`config.mk`:
```
export PLATFORM = sky130hd
export DESIGN_NAME = cp0_timer
export DESIGN_NICKNAME = d
export VERILOG_FILES = /design/src/rtl/cp0_timer_pkg.sv /design/src/rtl/cp0_timer.sv
export SDC_FILE = /design/constraint.sdc
export NUM_CORES = 1
export LEC_CHECK = 0
export CAP_MARGIN = 10
export CORE_ASPECT_RATIO = 0.75
export CORE_MARGIN = 3
export CORE_UTILIZATION = 45
export CTS_CLUSTER_SIZE = 10
export DETAILED_ROUTE_END_ITERATION = 12
export GPL_ROUTABILITY_DRIVEN = 0
export GPL_TIMING_DRIVEN = 0
export PLACE_DENSITY = 0.72
export SYNTH_ARGS = -nofsm -noshare
export SYNTH_HDL_FRONTEND = slang
export SYNTH_SLANG_ARGS = --single-unit
```
`constraint.sdc`:
```
create_clock -name clk -period 5.5 [get_ports clk]
set_input_delay 1.375 -clock clk [delete_from_list [all_inputs] [get_ports clk]]
set_output_delay 1.375 -clock clk [all_outputs]
set_load 0.05 [all_outputs]
```
`src/rtl/cp0_timer_pkg.sv`:
```
// Shared CP0 register addresses and reset values used by every cp0_* register block.
package cp0_timer_pkg;

  localparam logic [5:0]  cp0addr_Count     = 6'd9;
  localparam logic [5:0]  cp0addr_Compare   = 6'd11;

  localparam logic [31:0] CP0_COUNT_RESET   = 32'h0000_0000;
  localparam logic [31:0] CP0_COMPARE_RESET = 32'h0000_0000;

endpackage

```
`src/rtl/cp0_timer.sv`:
```
// CP0 Count/Compare timer: Count advances every other cycle and equal pulses
// once in the cycle after Count takes a value matching Compare.
module cp0_timer
  import cp0_timer_pkg::*;
(
  input  logic        clk,
  input  logic        rst,
  input  logic        mtc0_we,
  input  logic [5:0]  cp0_addr,
  input  logic [31:0] mtc0_data,
  output logic [31:0] cp0_Count_data,
  output logic [31:0] cp0_Compare_data,
  output logic        equal
);

  logic        r_tick;
  logic [31:0] r_count;
  logic [31:0] r_compare;
  logic        r_equal;

  logic        w_wr_count;
  logic        w_wr_compare;
  logic        w_count_upd;
  logic [31:0] w_count_next;
  logic [31:0] w_compare_next;

  // NOTE: every always_comb output gets a default first so no latch can be inferred.
  always_comb begin
    w_wr_count     = 1'b0;
    w_wr_compare   = 1'b0;
    w_count_upd    = 1'b0;
    w_count_next   = r_count;
    w_compare_next = r_compare;
    if (mtc0_we) begin
      w_wr_count   = (cp0_addr == cp0addr_Count);
      w_wr_compare = (cp0_addr == cp0addr_Compare);
    end
    // A write wins over the half-rate increment and is loaded unmodified.
    if (w_wr_count) begin
      w_count_next = mtc0_data;
      w_count_upd  = 1'b1;
    end else if (r_tick) begin
      w_count_next = r_count + 32'd1;
      w_count_upd  = 1'b1;
    end
    if (w_wr_compare) begin
      w_compare_next = mtc0_data;
    end
  end

  // NOTE: sequential state uses non-blocking assignments so every register samples pre-edge values.
  always_ff @(posedge clk) begin
    if (rst) begin
      r_tick <= 1'b0;
    end else if (w_wr_count) begin
      r_tick <= 1'b0;
    end else begin
      r_tick <= ~r_tick;
    end
  end

  always_ff @(posedge clk) begin
    if (rst) begin
      r_count <= CP0_COUNT_RESET;
    end else begin
      r_count <= w_count_next;
    end
  end

  always_ff @(posedge clk) begin
    if (rst) begin
      r_compare <= CP0_COMPARE_RESET;
    end else begin
      r_compare <= w_compare_next;
    end
  end

  // Only a Count update can raise a match; a Compare write in the same cycle masks it.
  always_ff @(posedge clk) begin
    if (rst) begin
      r_equal <= 1'b0;
    end else begin
      r_equal <= w_count_upd && !w_wr_compare && (w_count_next == w_compare_next);
    end
  end

  assign cp0_Count_data   = r_count;
  assign cp0_Compare_data = r_compare;
  assign equal            = r_equal;

endmodule

```
==> impl_metrics.toml <==
[sta]
period_share = 0.816
holdWs_ns = 0.512
setup_ws_ns = 1.01
slew_viol_final = 0
tightest_slew_ns = 1.05
max-slew-margin-rel = 0.296
max_freq_mhz = 223
tns_ns = 0
final.setup_skew_ns = 0.00820
setup_viol = 0
rsz0062_at_grt = "no"
period_minus_slack_ns = 4.49
final-hold-violation-count = 0

[final_layout]
fin_nets = 804
multi_input_area_um2 = 3400
seq_area_um2 = 1320
finish.instance_area_um2 = 6450
drive_gt1_frac = 0.0508
diodes = 0
fillers = 963
area_growth_pct = 30.3

[setup_path]
end_kind = "flop"
critPathLaunchType = "input port"
crit_fanout = 10
rrSetupSlack_ns = 2.01
r2r.worst_path.cells = 10
rr_endpoint = "equal"
r2r_start = "cp0_Count_data[0]"
cp.arrival_ns = 4.72
criticalPathCategory = "input port to flop"
cp.required_ns = 5.74

[route]
via_per_inst = 6.42
num_vias = 5797
routed_wl_um = 19700
routedWlPerCell_um = 21.8
drc = 0
drtIter0Drc = 967
drtPass1Iterations = 5
antenna_left = 0

[placed_design]
hpwl_um = 14500
placed_cell_area_um2 = 6150
port_buffers = 103
dp_slack_ns = 0.845

[logic_synthesis]
synthSimpleGateAreaFrac = 0.286
async_flop_share = 0
synth_top_family_by_area = "simple AND/OR/NAND/NOR gates"
synth_top_area_cell = "dfxtp_1"
ys_seq_elements = 66
synth_cell_types = 67
synth.area.top_cells = "dfxtp_1 (27%), xnor2_1 (10%), nand2_1 (7.4%), nor2_1 (4.7%), a211oi_1 (4.6%)"
synth_compound_area_frac = 0.204
synth-edff-count = 0
synth_common_cells = "nand2_1 (98), dfxtp_1 (66), nor2_1 (62)"
synth.avg_cell_area_um2 = 7.64
muxShareOfSynthArea = 0.0228
synth-main-ff-cell = "dfxtp_1"
synthAdderAreaFrac = 0.00253
synth_top_area_frac = 0.267
syn_nets = 690
synthXorXnorAreaFrac = 0.172
synthCells = 648
synth_area_um2 = 4950
ys_seq_area_frac = 0.267
synth.most_common_cell = "nand2_1"
ys_warn_count = 0

[clocking]
cts_buffers = 9
clk_latency_ns = 0.34
clock-sinks = 66
cts_resized = 0
path_clk_slew_ns = 0.06
htreeDepth = 3
holdBufCountCts = 0
root_buffer = "clkbuf_16"
post_cts.repair.setup_buffers = 0
cts_buffer_depth = 2
cts_tree = "done"

[power]
power.density_nw_per_um2 = 195
p_total_w = 0.00125
leakagePower_nw = 2.11
ir_worst_vdd_mv = 0.169

[die]
die_area_um2 = 12300
io_pins = 106
start_util = 0.472
num_rows = 32
die_x_um = 127
core_um2 = 10500
die_h_um = 96.8

[global_route]
antenna_found_initial = 0
grt_first_pass_wirelength_um = 30100
grt_max_degree = 12
grt_usage = 0.311
grt_pass1_vias = 5322
overflow = 0

[outcome]
outcome = "finished clean"

[worst_hold_path]
whs_path_depth = 2
whs_endpoint = "cp0_Compare_data[27]"
hold_path_startpoint = "cp0_Compare_data[27]"
hp-class = "flop to flop"

[run]
drv_cap = 0
-- logic make-up after synthesis --
| kind of cell | Yosys count |
|---|---|
| buffers and inverters | 57 |
| and+or+nand+nor | 277 |
| xor gates and xnor gates | 86 |
| muxes | 11 |
| adders and majority gates | 1 |
| DFF | 66 |
| AOI/OAI and AO/OA | 150 |
-- where the power goes --
part	internal, W	total, W	leakage (nW)	switching, W
combinational	0.0000703	0.000171	1.44	0.000100
sequential	0.000483	0.000492	0.533	0.00000841
clock	0.000364	0.000592	0.143	0.000228
total	0.000917	0.00125	2.11	0.000337
-- state kept, by name, summed over array words and instances (netlist names) --
name              count
cp0_Compare_data     32
r_tick                1
equal                 1
cp0_Count_data       32
-- cell type report --
cell class / count / share of cell area
plain buffers: 50 / 0.0314
clock buffers: 12 / 0.0382
clock inverters: 4 / 0.00796
inverters: 7 / 0.00408
multi-input cells: 525 / 0.527
flip-flops and latches: 66 / 0.205
well taps: 136 / 0.0264
repair buffers: 103 / 0.160
-- how the worst max path moves through the flow --
stage / start / endpoint / slack, ns
2_1_floorplan: cp0_addr[5] / equal / 2.27
3_3_place_gp: cp0_addr[1] / equal / 0.90
3_5_place_dp: cp0_addr[1] / equal / 0.85
4_1_cts: cp0_addr[1] / equal / 1.19
5_1_grt: cp0_addr[1] / equal / 0.90
6_report: cp0_addr[1] / equal / 1.01
-- per-stage QoR --
| stage | std cells | utilization |
|---|---|---|
| 2_1_floorplan | 648 | - |
| 3_3_place_gp | 887 | 0.586 |
| 3_5_place_dp | 887 | 0.586 |
| 4_1_cts | 903 | 0.615 |
| 5_1_grt | 903 | 0.615 |
| 6_report | 903 | 0.615 |
-- per-layer routing --
layer  GRT usage  up-vias  part of all wire
met1       0.449     2715              0.42
met2       0.439      445              0.41
met3      0.0944       66              0.14
met5           0        -                 0
met4      0.0998        0             0.030
li1            -     2571                 -
-- cells in the final DEF, fill, tap and decap left out, drive strengths merged, types with 9 or more instances in the layout --
master           n
and3            10
nand3           17
nor2            62
a211oi          30
dfxtp           66
nor4            15
nand2           98
o21ai           19
clkbuf          50
nor3            15
clkdlybuf4s50  103
xor2            21
xnor2           58
nand4           16
buf             12
a21oi           44
mux2i            9
-- worst max-delay path, cell delays in order --
cell	delay [ns]
clkdlybuf4s50_1	0.51
clkbuf_1	0.41
buf_1	0.54
clkbuf_1	0.54
a31oi_1	0.19
xnor2_1	0.32
o2111ai_1	0.16
a2111o_1	0.48
nor4_2	0.19
(Power assumes the default switching activity.)
==> edit: new RTL, same flow settings <==
Register the inputs `mtc0_we`, `cp0_addr` and `mtc0_data` before use, cleared by the reset. The logic sees them one clock later.
--- a/src/rtl/cp0_timer.sv
+++ b/src/rtl/cp0_timer.sv
@@ -12,6 +12,22 @@
   output logic [31:0] cp0_Compare_data,
   output logic        equal
 );
+
+  logic mtc0_we_q;
+  logic [5:0] cp0_addr_q;
+  logic [31:0] mtc0_data_q;
+
+  always_ff @(posedge clk) begin
+    if (rst) begin
+      mtc0_we_q   <= '0;
+      cp0_addr_q  <= '0;
+      mtc0_data_q <= '0;
+    end else begin
+      mtc0_we_q   <= mtc0_we;
+      cp0_addr_q  <= cp0_addr;
+      mtc0_data_q <= mtc0_data;
+    end
+  end
 
   logic        r_tick;
   logic [31:0] r_count;
@@ -31,20 +47,20 @@
     w_count_upd    = 1'b0;
     w_count_next   = r_count;
     w_compare_next = r_compare;
-    if (mtc0_we) begin
-      w_wr_count   = (cp0_addr == cp0addr_Count);
-      w_wr_compare = (cp0_addr == cp0addr_Compare);
+    if (mtc0_we_q) begin
+      w_wr_count   = (cp0_addr_q == cp0addr_Count);
+      w_wr_compare = (cp0_addr_q == cp0addr_Compare);
     end
     // A write wins over the half-rate increment and is loaded unmodified.
     if (w_wr_count) begin
-      w_count_next = mtc0_data;
+      w_count_next = mtc0_data_q;
       w_count_upd  = 1'b1;
     end else if (r_tick) begin
       w_count_next = r_count + 32'd1;
       w_count_upd  = 1'b1;
     end
     if (w_wr_compare) begin
-      w_compare_next = mtc0_data;
+      w_compare_next = mtc0_data_q;
     end
   end
 
Formal check against the unedited RTL: not equivalent (a bounded check fails within 4 cycles, from zero or initial values and one cycle with rst high).
==> edit against the original RTL <==
Final area increased by 17%; routed wire length increased by 1.9%; sequential cell count increased by 39; via count increased by 3.4%; worst setup slack improved by 1000 ps; core utilization decreased by 1.8 points; total power increased by 29%; die area increased by 19%; area after synthesis increased by 21%; largest cell class unchanged; largest power group is now registers.
==> edit: results (changes against the original RTL) <==
| Metric | Value |
|---|---|
| First-pass GRT wire length | `31.6 mm (was 30.1 mm)` |
| Vias in the first global route | `5676 (was 5322)` |
| Met1 Usage GRT | `38.4% (was 44.9%)` |
| Largest net degree at the start of global routing | `18 (was 12)` |
| Slowest stage delay, CP | `490 ps (was 540 ps)` |
| Yosys cell types | `71 (was 67)` |
| DP HPWL | `15.1 mm (was 14.5 mm)` |
| Maximum vdd drop | `0.174 mV (was 0.169 mV)` |
| Final worst hold slack | `491 ps (was 512 ps)` |
| Critical Path Fanout Max | `10 (unchanged)` |
| Leak | `2.54 nW (was 2.11 nW)` |
| Vias/cell | `5.98 (was 6.42)` |
| Crit-path leading delay family | `simple AND/OR/NAND/NOR gates (was buffers and inverters)` |
| IO Port Bufs | `105 (was 103)` |
| Setup Fix Bufs, Post-CTS | `0 (unchanged)` |
| Worst-Margin Slew | `765 ps (was 1050 ps)` |
| Slowest cell on the critical path | `dfxtp_1 (was buf_1)` |
| GRT Overall Usage | `27.0% (was 31.1%)` |
| Reg-to-reg slack, setup | `2040 ps (was 2010 ps)` |
| Fraction of layout cells with a size suffix above 1 | `4.78% (was 5.08%)` |
| Setup Skew | `10.6 ps (was 8.20 ps)` |
| Die extent in x | `139 µm (was 127 µm)` |
| Final WL | `20.1 mm (was 19.7 mm)` |
| Seq/Total Area, Yosys | `35.2% (was 26.7%)` |
| Global route overflow | `0 (unchanged)` |
| Fraction of registers with async set/reset | `0% (unchanged)` |
| Post_cts resized | `0 (unchanged)` |
| Commonest cells post-synth | `dfxtp_1 (105), nand2_1 (91), nor2_1 (62) (was nand2_1 (98), dfxtp_1 (66), nor2_1 (62))` |
| Fin nets | `874 (was 804)` |
| DRT iter0 DRCs | `713 (was 967)` |
| Syn nets | `758 (was 690)` |
| Worst path arrival time | `3710 ps (was 4720 ps)` |
| Clock Tree Buf Depth | `2 (unchanged)` |
| Met2 usage | `38.8% (was 43.9%)` |
| CTS root buffer | `clkbuf_16 (unchanged)` |
| Placed cells | `987 (was 887)` |
| Largest cells by area after synthesis | `dfxtp_1 (35%), xnor2_1 (7.3%), nand2_1 (5.7%) (was dfxtp_1 (27%), xnor2_1 (10%), nand2_1 (7.4%))` |
| Synthesized area per cell | `8.34 µm² (was 7.64 µm²)` |
| Met3 Use GR | `8.89% (was 9.44%)` |
| Outcome | `finished, final reports clean (unchanged)` |
| N_diodes | `0 (unchanged)` |
| Filler cell count | `1128 (was 963)` |
| Initial antenna violation count | `0 (unchanged)` |
| Routed wire per std cell | `20.0 µm (was 21.8 µm)` |
| H-tree depth | `3 (unchanged)` |
| Worst-path clk slew | `70 ps` |
==> edit: changes by cell type after synthesis, sizes merged, moves of 6 or more <==
cell,unedited run,this run
a31oi,8,14
nand2,98,91
nor2b,4,41
o21ai,19,8
xnor2,58,50
dfxtp,66,105
==> edit: cell families (layout without fill, tap and decap cells) <==
| kind of cell | after synthesis | count (layout) | share of synthesized area (%) |
|---|---|---|---|
| fa+ha+maj | 1 | 1 | 0.210 |
| flops | 105 | 105 | 35.2 |
| simple gates | 318 | 318 | 28.2 |
| mux | 6 | 6 | 1.03 |
| buf+inv | 59 | 180 | 3.98 |
| xor+xnor | 82 | 82 | 14.3 |
| compound gates | 145 | 145 | 17.0 |
==> edit: worst reg2reg max path, cell delays in order, from the launching register on <==
cell	delay (ps)
dfxtp_1	490
ha_1	340
and2_1	220
nand2_1	280
clkbuf_1	330
nor3_1	450
xor2_1	120
o21a_1	190
o32ai_1	370
o211ai_1	220
nor4_2	340
==> edit: metal layers <==
metal / share of wire [%] / vias to the layer above
met5: 0 / -
met4: 2.9 / 0
met3: 13 / 53
met2: 41 / 387
met1: 44 / 2759
li1: - / 2797
==> edit: layout make-up <==
type	instances	area share, %
Buffer	50	2.71
Tap cell	166	2.76
Multi-Input combinational cell	552	48.2
Clock inverter	5	0.848
Timing Repair Buffer	105	14.0
Inverter	9	0.449
Clock buffer	11	3.09
Sequential cell	105	27.9
==> edit: where the power goes <==
part	leakage, nW	internal, mW	switching (mW)	total (mW)
logic	1.55	0.0783	0.0821	0.160
registers	0.857	0.779	0.0232	0.802
clock network	0.141	0.358	0.300	0.659
total	2.54	1.22	0.406	1.62
==> edit: stage by stage <==
step / setup slack [ps] / area (µm²)
4_1_cts: 2230 / 7530
3_5_place_dp: 1960 / 7230
6_report: 2040 / 7530
3_3_place_gp: 2020 / 7230
2_1_floorplan: 2660 / 5970
5_1_grt: 1970 / 7530
==> edit: final timing paths <==
path                                        start                    to  cells past startpoint
worst max-delay path            cp0_Count_data[1]                 equal                     10
worst min-delay path              mtc0_data_q[27]  cp0_Compare_data[27]                      2
worst max register to register  cp0_Count_data[1]                 equal                     10
worst min register to register    mtc0_data_q[27]  cp0_Compare_data[27]                      2
